--- src/rtl/voice_allocator_if.sv ---
// Command handshake between a note source and the voice allocator.
interface voice_allocator_if;
  logic        i_valid;
  logic        o_ready;
  logic [15:0] i_data;

  modport master (
    output i_valid,
    output i_data,
    input  o_ready
  );

  modport slave (
    input  i_valid,
    input  i_data,
    output o_ready
  );
endinterface

--- src/rtl/voice_allocator.sv ---
// Polyphonic voice allocator: maps note-on/off commands onto phase-bank
// voices with retrigger, oldest-voice stealing and a two-cycle kill gap.
module voice_allocator #(
  parameter int NUM_VOICES = 10,
  parameter int AGE_W      = 8
) (
  input  logic                              clk,
  input  logic                              rst,
  voice_allocator_if.slave                  bus,
  input  logic [NUM_VOICES-1:0]             i_st,
  output logic [NUM_VOICES-1:0]             o_cmd,
  output logic [7*NUM_VOICES-1:0]           o_midi,
  output logic [8*NUM_VOICES-1:0]           o_vel,
  output logic                              o_steal,
  output logic                              o_drop,
  output logic [$clog2(NUM_VOICES+1)-1:0]   o_active_cnt
);

  localparam int IW = (NUM_VOICES > 1) ? $clog2(NUM_VOICES) : 1;
  localparam int CW = $clog2(NUM_VOICES + 1);

  typedef enum logic [1:0] {
    IDLE,
    SEARCH,
    KILL
  } state_t;

  state_t state, state_n;

  logic [15:0]      hold;
  logic             kill_cnt;
  logic [IW-1:0]    tgt;
  logic [6:0]       midi_q [NUM_VOICES];
  logic [7:0]       vel_q  [NUM_VOICES];
  logic [AGE_W-1:0] age_q  [NUM_VOICES];

  logic             hold_on;
  logic [6:0]       note;
  logic [7:0]       vel;
  assign hold_on = hold[15];
  assign note    = hold[14:8];
  assign vel     = hold[7:0];

  logic             match_hit, free_hit, old_hit;
  logic [IW-1:0]    match_idx, free_idx, old_idx;
  logic [AGE_W-1:0] old_age;
  logic             go_kill;
  logic [IW-1:0]    kill_idx;

  // Descending scan so the lowest index wins; >= gives age ties to it too.
  always_comb begin
    match_hit = 1'b0;
    match_idx = '0;
    free_hit  = 1'b0;
    free_idx  = '0;
    old_hit   = 1'b0;
    old_idx   = '0;
    old_age   = '0;
    for (int v = NUM_VOICES - 1; v >= 0; v--) begin
      if (o_cmd[v] && midi_q[v] == note) begin
        match_hit = 1'b1;
        match_idx = IW'(v);
      end
      if (!o_cmd[v] && !i_st[v]) begin
        free_hit = 1'b1;
        free_idx = IW'(v);
      end
      if (o_cmd[v] && (!old_hit || age_q[v] >= old_age)) begin
        old_hit = 1'b1;
        old_idx = IW'(v);
        old_age = age_q[v];
      end
    end
  end

  assign go_kill  = hold_on && (match_hit || (!free_hit && old_hit));
  assign kill_idx = match_hit ? match_idx : old_idx;

  always_ff @(posedge clk or posedge rst) begin
    if (rst) state <= IDLE;
    else     state <= state_n;
  end

  always_comb begin
    state_n = state;
    case (state)
      IDLE:    if (bus.i_valid) state_n = SEARCH;
      SEARCH:  state_n = go_kill ? KILL : IDLE;
      KILL:    if (kill_cnt) state_n = IDLE;
      default: state_n = IDLE;
    endcase
  end

  assign bus.o_ready = (state == IDLE);

  always_ff @(posedge clk or posedge rst) begin
    if (rst) begin
      hold     <= '0;
      kill_cnt <= 1'b0;
      tgt      <= '0;
      o_cmd    <= '0;
      o_steal  <= 1'b0;
      o_drop   <= 1'b0;
      for (int v = 0; v < NUM_VOICES; v++) begin
        midi_q[v] <= 7'h7f;
        vel_q[v]  <= '0;
        age_q[v]  <= '0;
      end
    end else begin
      o_steal <= 1'b0;
      o_drop  <= 1'b0;
      case (state)
        IDLE: begin
          kill_cnt <= 1'b0;
          if (bus.i_valid) hold <= bus.i_data;
        end
        SEARCH: begin
          if (hold_on) begin
            if (go_kill) begin
              tgt             <= kill_idx;
              o_cmd[kill_idx] <= 1'b0;
              o_steal         <= !match_hit;
            end else if (free_hit) begin
              o_cmd[free_idx]  <= 1'b1;
              midi_q[free_idx] <= note;
              vel_q[free_idx]  <= vel;
              age_q[free_idx]  <= '0;
            end else begin
              o_drop <= 1'b1;
            end
            // An applied note-on ages every other playing voice.
            if (match_hit || free_hit || old_hit) begin
              for (int v = 0; v < NUM_VOICES; v++) begin
                if (o_cmd[v] && !(go_kill && IW'(v) == kill_idx)
                    && age_q[v] != '1)
                  age_q[v] <= age_q[v] + AGE_W'(1);
              end
            end
          end else if (note == 7'd0) begin
            o_cmd <= '0;
            for (int v = 0; v < NUM_VOICES; v++) begin
              midi_q[v] <= 7'h7f;
              vel_q[v]  <= '0;
              age_q[v]  <= '0;
            end
          end else if (match_hit) begin
            o_cmd[match_idx]  <= 1'b0;
            midi_q[match_idx] <= 7'h7f;
          end else begin
            o_drop <= 1'b1;
          end
        end
        KILL: begin
          kill_cnt <= 1'b1;
          if (kill_cnt) begin
            o_cmd[tgt]  <= 1'b1;
            midi_q[tgt] <= note;
            vel_q[tgt]  <= vel;
            age_q[tgt]  <= '0;
          end
        end
        default: ;
      endcase
    end
  end

  always_comb begin
    o_midi       = '0;
    o_vel        = '0;
    o_active_cnt = '0;
    for (int v = 0; v < NUM_VOICES; v++) begin
      o_midi[7*v +: 7] = midi_q[v];
      o_vel[8*v +: 8]  = vel_q[v];
      o_active_cnt     = o_active_cnt + CW'(o_cmd[v]);
    end
  end

endmodule

--- src/flat_wrapper.sv ---
// flat-port wrapper written by rule: the top's interface ports become plain ports
module voice_allocator_flat 
#(
  parameter int NUM_VOICES = 10,
  parameter int AGE_W      = 8
)
  (clk, rst, i_st, o_cmd, o_midi, o_vel, o_steal, o_drop, o_active_cnt, bus_i_valid, bus_i_data, bus_o_ready);
  voice_allocator_if bus_i ();
  input  logic clk;
  input  logic rst;
  input  logic [NUM_VOICES-1:0] i_st;
  output logic [NUM_VOICES-1:0] o_cmd;
  output logic [7*NUM_VOICES-1:0] o_midi;
  output logic [8*NUM_VOICES-1:0] o_vel;
  output logic o_steal;
  output logic o_drop;
  output logic [$clog2(NUM_VOICES+1)-1:0] o_active_cnt;
  input wire logic [$bits(bus_i.i_valid)-1:0] bus_i_valid;
  input wire logic [$bits(bus_i.i_data)-1:0] bus_i_data;
  output wire logic [$bits(bus_i.o_ready)-1:0] bus_o_ready;
  assign bus_i.i_valid = bus_i_valid;
  assign bus_i.i_data = bus_i_data;
  assign bus_o_ready = bus_i.o_ready;
  voice_allocator #(.NUM_VOICES(NUM_VOICES), .AGE_W(AGE_W)) u_core (.clk(clk), .rst(rst), .bus(bus_i), .i_st(i_st), .o_cmd(o_cmd), .o_midi(o_midi), .o_vel(o_vel), .o_steal(o_steal), .o_drop(o_drop), .o_active_cnt(o_active_cnt));
endmodule
--- config.mk ---
export PLATFORM = sky130hd
export DESIGN_NAME = voice_allocator_flat
export DESIGN_NICKNAME = d
export VERILOG_FILES = /design/src/rtl/voice_allocator_if.sv /design/src/rtl/voice_allocator.sv /design/src/flat_wrapper.sv
export SDC_FILE = /design/constraint.sdc
export NUM_CORES = 1
export LEC_CHECK = 0
export ABC_AREA = 1
export CORE_MARGIN = 4
export CORE_UTILIZATION = 30
export DETAILED_ROUTE_END_ITERATION = 10
export SETUP_SLACK_MARGIN = 0.4
export SYNTH_ARGS = -nofsm -noshare
export SYNTH_HDL_FRONTEND = slang
export SYNTH_SLANG_ARGS = --single-unit
export TNS_END_PERCENT = 1
--- constraint.sdc ---
create_clock -name clk -period 14.5 [get_ports clk]
set_input_delay 1.45 -clock clk [delete_from_list [all_inputs] [get_ports clk]]
set_output_delay 1.45 -clock clk [all_outputs]
set_load 0.01 [all_outputs]
# Word level (Yosys, flattened, before mapping)
# Index checks and enable logic that the tools add are counted.
[word_totals] wordCells=406 input_bits=29 reg_bits=265
[op_classes] magnitude_cmp=23 reduce_logical=133 eq_ne=38 n_bitwise=14 n_addsub=19 muxes=142
[op_table] cell="$mux W80" count=10
[op_table] cell="$mux W70" count=6
[op_table] cell="$pmux W80 S2" count=2
[op_table] cell="$mux W8" count=21
[op_table] cell="$and A80 B80 Y80" count=2
[op_table] cell="$bwmux W80" count=2
[op_table] cell="$not A80 Y80" count=2
[op_table] cell="$bwmux W70" count=2
[op_table] cell="$pmux W70 S2" count=1
[op_table] cell="$mux W4" count=31
[op_table] cell="$demux W7 S4" count=3
[op_table] cell="$add A8 B1 Y8 const B" count=10
[op_table] cell="$ne A8 B8 Y1 const B" count=10
[op_table] cell="$ge A8 B8 Y1" count=9
[op_table] cell="$eq A7 B7 Y1" count=10
[op_table] cell="$or A70 B70 Y70" count=1
[op_table] cell="$logic_and A1 B1 Y1" count=68
[op_table] cell="$demux W8 S4" count=2
[op_table] cell="$mux W10" count=6
[op_table] cell="$mux W1" count=43
[op_table] cell="$logic_not A1 Y1" count=41
[op_table] cell="$add A4 B1 Y4" count=8
[op_table] cell="$mux W7" count=3
[op_table] cell="$and A10 B10 Y10" count=2
[op_table] cell="other kinds (34)" count=74

# Depth between registers and ports, before layout
# Gate-level depths: netlist of run 1.
[depth] word_depth=48 ltp_mapped=121

# Least setup slack after synthesis of run 1
# No wires, ideal clock.
[synth_path] path_kind="reg2reg" startpoint="reg u_core.o_cmd[9]" endpoint="reg u_core.age_q[16] (netlist bit)" path_slack_ps=149 required_time_ps=14382 period_less_slack_ps=14351 setup_ps=118 arrival_ps=14233 stages_incl_launch_ff=109 path_cell_list="dfrtp_1 buf_2 buf_2 clkbuf_1 nand2_1 ha_1 a21o_1 nor2_1 nand4_1 nand2_1 clkbuf_1 nand2_1 o21ai_0 ha_1 inv_1 nor2_1 nor2_1 o21ai_0 [73 not listed] o21a_1 o21a_1 o21ai_0 nand2_1 a21oi_1 o21bai_1 a21oi_1 a21oi_2 inv_1 nand4_2 nand2_1 nand2_2 nor2_2 nand2_2 nand3_2 nand2_1 nand3_1 nand2_1"
[synth_via] elab_chain_cells=48 word_cells_on_any_way=134 cone_classes="11 x order compare; 1 x eq/ne; 78 x mux; 3 x bitwise; 41 x reduce/logical"
[synth_rtl] item="start: declaration" line="voice_allocator.sv:11" source="output logic [NUM_VOICES-1:0] o_cmd,"
[synth_rtl] item="start signal: assignment" line="voice_allocator.sv:101" source="o_cmd <= '0;"
[synth_rtl] item="start signal: indexed assignment" line="voice_allocator.sv:121" source="o_cmd[kill_idx] <= 1'b0;"
[synth_rtl] item="start signal: indexed assignment" line="voice_allocator.sv:124" source="o_cmd[free_idx] <= 1'b1;"
[synth_rtl] item="branches (longest 45 deep; another with $ge A8 B8 Y1)"
[synth_rtl] item="$mux W80 (*)" line="voice_allocator.sv:132" source="if (match_hit || free_hit || old_hit) begin"
[synth_rtl] item="$mux W80 (*)" line="voice_allocator.sv:118" source="if (hold_on) begin"
[synth_rtl] item="$pmux W80 S2 (*)" line="voice_allocator.sv:112" source="case (state)"
[synth_rtl] item="end signal: indexed assignment" line="voice_allocator.sv:136" source="age_q[v] <= age_q[v] + AGE_W'(1);"
[synth_rtl] item="end: declaration" line="voice_allocator.sv:35" source="logic [AGE_W-1:0] age_q [NUM_VOICES];"
# Every way passes the cells marked *.
# A chain may end at the register's enable or synchronous reset.

# Final worst setup path of run 1
[layout_path] startpoint="reg u_core.o_cmd[9]" endpoint="reg u_core.age_q[49] (netlist bit)"
# The elaborated chain is that of the path after synthesis.

==> run summary, run 1 <==
Yosys top cell area share = 0.247
Syn avg cell area = 7.54 sq um
Finished Cell Area = 24300 sq um
Cell count of the worst reg-to-reg path = 104
CTS tree = built
Post-Syn Instances = 2615
Post-place setup slack = -0.202 ns
Top post-synthesis cells by area = dfrtp_1 25%, nand2_1 12%, dfstp_2 9.3%
Worst Setup EP = u_core.age_q[49]$_DFFE_PP0P_
# diodes = 0
IO buf count = 195
Nets@finish = 2938
Vias in the first global route = 18798
Core area = 64800 sq um
Worst Skew = 0.0291 ns
Sequential area share after synthesis = 0.341
Final setup fails = 0
Max Cap Viol = 0
Synth warnings = 0
First-pass GRT wire length = 116000 um
Worst-Margin Slew = 1.22 ns
Slew Viols, Final = 0
RSZ-0062 raised after global routing = false
Post-synth top area cell = dfrtp_1
Final wirelength = 76000 um
Arrival @ worst endpoint = 13.52 ns
Hold depth = 2
Later-pin clock latency in the skew report = 0.58 ns
Final Wtd Congestion = 0.958
Die area = 69900 sq um
Crit path largest cell delay = 0.44 ns
HP Class = flop to flop
Total negative slack = 0 ns
Crit path from = u_core.o_cmd[9]$_DFFE_PP0P_
Number of synthesized flops with an enable pin = 0
CTS root buf = clkbuf_16
Antenna-violating nets left = 0
Clk sinks = 265
Layout cell share with drive strength beyond 1 = 0.141
Max Freq = 76.5 MHz
Vias = 20248
DP Wirelength = 53400 um
Synth-to-Final Area Change = 23.3%
Ports = 196
Die W = 264 um
Worst Slack Setup Final = 1.43 ns
Ys async rst share = 1.00
Period utilization = 0.902
Top FF cell, synth = dfrtp_1
Worst-path maximum fanout = 12
CTS hold repair buffers = 0
Final Hold Vio Count = 0
H-tree depth = 2
First DRT Iteration DRCs = 2169
Total Routing Usage GR = 0.208
Clock Tree Buf Depth = 3
Largest net degree at the start of global routing = 81
Mapped Nets = 2738
Starting density of the core = 0.304
Drc violations = 0
CP required = 14.94 ns
Final Util = 0.375
Slowest-stage cell, CP = dfrtp_2
Synthesis-stage register bit count = 265
WL/cell = 20.6 um
Worst r2r src = u_core.o_cmd[9]$_DFFE_PP0P_
Syn Std Cell Area = 19700 sq um
Cell variety after synth = 59
CP most frequent cell = nand2_1
CP Class = flop to flop
DP Area = 22600 sq um
Clock slew at reported path FFs = 0.06 ns
Crit path capture type = flop
Rel. slew slack = 0.186
Reg2reg end = u_core.age_q[49]$_DFFE_PP0P_
Fin crit period = 13.07 ns
Drt first pass iters = 6
Via density = 5.48
Worst R2R Setup Slack = 1.43 ns
FP Rows = 93
TritonCTS Buffers = 35
Synth top cells by count = 656 x nand2_1, 195 x dfrtp_1, 193 x inv_1, 183 x nor2_1, 170 x a21oi_1
Startpoint types = flop
GRT overflow = 0
Run status = completed
Die Y-Extent = 264 um
Top-count cell post-synth = nand2_1
Initial antenna violation count = 0
==> layout make-up <==
cell class,instances,area [sq um]
Tap cell,855,1070
Clock inverter,13,130
Multi-Input combinational cell,2039,12100
Inverter,217,822
Timing Repair Buffer,257,2480
Sequential cell,265,6720
Clock buffer,49,1030
Fill cell,6683,40500
==> metrics by stage <==
| step | std cells | hold slack [ns] |
|---|---|---|
| finish | 3695 | 0.508 |
| detailed placement | 3596 | 0.490 |
| CTS | 3658 | 0.506 |
| global route | 3695 | 0.520 |
| global placement | 3596 | 0.489 |
| floorplan | 2615 | 0.464 |
==> sequential cells by signal (all words and copies together), names as in the netlist <==
register	cells
u_core.o_cmd	10
u_core.state	2
u_core.hold	16
u_core.o_drop	1
u_core.age_q	80
u_core.tgt	4
u_core.kill_cnt	1
u_core.o_steal	1
u_core.o_midi	70
u_core.o_vel	80
==> cells in the final DEF (no fill, tap or decap), drive strengths merged, types with 9 or more instances in the layout <==
| master | Yosys | final |
|---|---|---|
| ha | 88 | 88 |
| inv | 199 | 204 |
| o21a | 9 | 9 |
| xnor2 | 20 | 20 |
| o21ai | 153 | 153 |
| nor3 | 12 | 12 |
| o22ai | 94 | 94 |
| a22oi | 38 | 38 |
| nand3b | 35 | 35 |
| o31ai | 43 | 43 |
| nand3 | 141 | 141 |
| a21oi | 173 | 173 |
| a31oi | 23 | 23 |
| buf | 31 | 61 |
| clkinv | 18 | 24 |
| nand4 | 101 | 101 |
| clkbuf | 74 | 50 |
| dfrtp | 195 | 195 |
| nor2 | 198 | 198 |
| mux2 | 88 | 88 |
| clkdlybuf4s50 | 0 | 195 |
| xor2 | 71 | 71 |
| dfstp | 70 | 70 |
| nand2 | 683 | 694 |
==> worst min path at each step <==
stage | from | to | slack, ns
final | u_core.kill_cnt$_DFFE_PP0P_ | u_core.kill_cnt$_DFFE_PP0P_ | 0.51
after floorplan | u_core.kill_cnt$_DFFE_PP0P_ | u_core.kill_cnt$_DFFE_PP0P_ | 0.46
after global routing | u_core.o_vel[6]$_DFFE_PP0P_ | u_core.o_vel[6]$_DFFE_PP0P_ | 0.52
after global placement | u_core.kill_cnt$_DFFE_PP0P_ | u_core.kill_cnt$_DFFE_PP0P_ | 0.49
after detailed placement | u_core.kill_cnt$_DFFE_PP0P_ | u_core.kill_cnt$_DFFE_PP0P_ | 0.49
after CTS | u_core.kill_cnt$_DFFE_PP0P_ | u_core.kill_cnt$_DFFE_PP0P_ | 0.51
==> timing repair <==
item | 4_1_cts | 5_1_grt
setup buffers | 0 | 25
setup endpoints to repair | 91 | 94
gates cloned | 0 | 12
resized for setup | 9 | 92
pin swaps | 0 | 32
hold endpoints to repair | 0 | 0
==> metal layers <==
metal  vias to the layer above  routed length, um  global-route usage
li1                       9439                  -                   -
met1                      9601              32800               0.289
met2                      1030              33500               0.320
met3                       178               7210              0.0469
met4                         0               2570              0.0678
met5                         -                  0                   0
==> worst max-delay path, delay by kind of cell (launching register included) <==
family                   cells  cell delay, ns
flip-flops                   1            0.44
AO/OA/AOI/OAI               26            3.30
AND/OR/NAND/NOR             58            5.74
buffers and inverters       11            1.01
adder cells (fa/ha/maj)      9            2.41
==> cell families after synthesis <==
family,share of synthesized area
compound gates,0.169
xor+xnor,0.0404
fa+ha+maj,0.0619
buf+inv,0.0632
flops,0.341
mux,0.0502
simple gates,0.275
Power of run 1 is left out: the tool's default activity adds up to more than one toggle a clock period on the data nets, which glitch-free logic cannot reach.
==> inputs of run 2 (changes only) <==
Settings changed: SETUP_SLACK_MARGIN 0.4 to 0.05.
Clock period 14.5 ns to 12.72 ns, I/O delays scaled along.
==> run summary, run 2 (same netlist as run 1, synthesis figures left out) <==
Period utilization = 1.01
Final Hold Vio Count = 0
Crit path capture type = flop
Crit path largest cell delay = 0.44 ns
Max Freq = 77.7 MHz
TritonCTS Buffers = 34
Synth-to-Final Area Change = 27.7%
CP required = 13.14 ns
Met2 usage = 0.322
Final setup fails = 70
# diodes = 0
FP Rows = 93
Worst Skew = 0.0371 ns
Startpoint types = flop
Drt first pass iters = 6
Total Routing Usage GR = 0.211
Hold Path Origin = u_core.kill_cnt$_DFFE_PP0P_
Reg2reg end = u_core.age_q[52]$_DFFE_PP0P_
CTS hold repair buffers = 0
Slowest-stage cell, CP = dfrtp_2
H-tree depth = 2
Worst Slack Setup Final = -0.144 ns
Worst-path maximum fanout = 8
Die W = 264 um
Most frequent cells in the layout = 620 x nand2_1, 195 x clkdlybuf4s50_1, 194 x dfrtp_1
Die area = 69900 sq um
Nets@finish = 3013
Busiest layer in global routing = met2
RSZ-0062 raised after global routing = true
Commonest non-fill, non-tap cell in the layout = nand2_1
Worst r2r src = u_core.o_cmd[9]$_DFFE_PP0P_
Via density = 5.42
Rel. slew slack = 0.230
Run status = finished, violations left
Clk sinks = 265
Max Cap Viol = 0
Vias in the first global route = 19470
Clock slew at reported path FFs = 0.07 ns
Core area = 64800 sq um
Failing checks = setup timing
DP Wirelength = 53400 um
Slew Viols, Final = 0
CTS tree = built
CTS root buf = clkbuf_16
First DRT Iteration DRCs = 2289
Met3 global-route usage = 0.0511
Clock Tree Buf Depth = 3
CP most frequent cell = nand2_1
Fin crit period = 12.86 ns
Arrival @ worst endpoint = 13.29 ns
Layout cell share with drive strength beyond 1 = 0.182
Cell count of the worst reg-to-reg path = 98
WHS Endpoint = u_core.kill_cnt$_DFFE_PP0P_
Final Wtd Congestion = 0.923
First-pass GRT wire length = 118000 um
Largest net degree at the start of global routing = 141
IO buf count = 195
Antenna-violating nets left = 0
CP Class = flop to flop
Initial antenna violation count = 0
Die Y-Extent = 264 um
Worst R2R Setup Slack = -0.14 ns
Hold depth = 2
Later-pin clock latency in the skew report = 0.57 ns
Drc violations = 0
Total negative slack = -2.99 ns
GRT overflow = 0
Ports = 196
Final wirelength = 77500 um
Met1 Use GR = 0.293
Starting density of the core = 0.304
Worst-Margin Slew = 1.15 ns
Vias = 20445
WL/cell = 20.6 um
HP Class = flop to flop
==> run 2: cell count changes in the layout (fill, tap and decap cells not counted), moves of 4 or more <==
| cell | previous run | this run |
|---|---|---|
| buf_6 | 1 | 6 |
| nor2_1 | 180 | 175 |
| a21oi_2 | 3 | 10 |
| nand2_1 | 647 | 620 |
| ha_1 | 88 | 79 |
| ha_4 | 0 | 9 |
| a21oi_1 | 168 | 161 |
| clkbuf_8 | 10 | 5 |
| buf_4 | 57 | 135 |
| o21ai_0 | 101 | 94 |
| o21ai_1 | 32 | 36 |
| nand2_2 | 24 | 44 |
==> run 2: metrics by stage <==
step,setup slack [ns],instance area [sq um],utilization,hold slack [ns],cells
3_5_place_dp,-0.451,23200,0.358,0.485,3669
6_report,-0.144,25200,0.389,0.505,3770
5_1_grt,-1.02,25200,0.389,0.526,3770
2_1_floorplan,0.0537,19800,-,0.464,2615
4_1_cts,0.0550,24500,0.378,0.502,3745
3_3_place_gp,-0.384,23200,0.358,0.480,3669
==> run 2: area by class of cell <==
| type | count | area (sq um) |
|---|---|---|
| Tap cell | 855 | 1070 |
| Multi-Input combinational cell | 2034 | 12400 |
| Timing Repair Buffer | 338 | 3070 |
| Clock buffer | 44 | 938 |
| Sequential cell | 265 | 6720 |
| Inverter | 217 | 822 |
| Clock inverter | 17 | 213 |
| Fill cell | 6559 | 39600 |
==> run 2: timing repair <==
item / in CTS / in global routing
cloned: 5 / 1
resized for setup: 43 / 134
setup endpoints to repair: 92 / 94
setup buffers: 10 / 24
pin swaps: 12 / 109
==> run 2: worst max-delay path by stage <==
stage                     slack (ns)  cells past startpoint                      endpoint                        start
after floorplan                 0.05                    109   u_core.o_cmd[0]$_DFFE_PP0P_  u_core.o_cmd[9]$_DFFE_PP0P_
after global placement         -0.38                     84  u_core.age_q[14]$_DFFE_PP0P_  u_core.o_cmd[9]$_DFFE_PP0P_
after detailed placement       -0.45                     88   u_core.o_cmd[4]$_DFFE_PP0P_  u_core.o_cmd[9]$_DFFE_PP0P_
after CTS                       0.05                     98  u_core.age_q[54]$_DFFE_PP0P_  u_core.o_cmd[9]$_DFFE_PP0P_
after global routing           -1.02                    104  u_core.age_q[50]$_DFFE_PP0P_  u_core.o_cmd[9]$_DFFE_PP0P_
final                          -0.14                     98  u_core.age_q[52]$_DFFE_PP0P_  u_core.o_cmd[9]$_DFFE_PP0P_
==> run 2: critical path: cells and delay by family, from the launching register on <==
| family | cells | cell delay, ns |
|---|---|---|
| AOI/OAI and AO/OA | 28 | 3.66 |
| adders and majority gates | 9 | 2.40 |
| buffers and inverters | 13 | 1.37 |
| DFF | 1 | 0.44 |
| and+or+nand+nor | 48 | 4.81 |
==> run 2: routing by layer <==
metal,wire [um],vias up,share of wire
met3,7360,171,0.095
met2,33900,959,0.44
met1,33500,9732,0.43
li1,-,9583,-
met5,0,-,0
met4,2780,0,0.036
Power of run 2 is left out for the same reason.
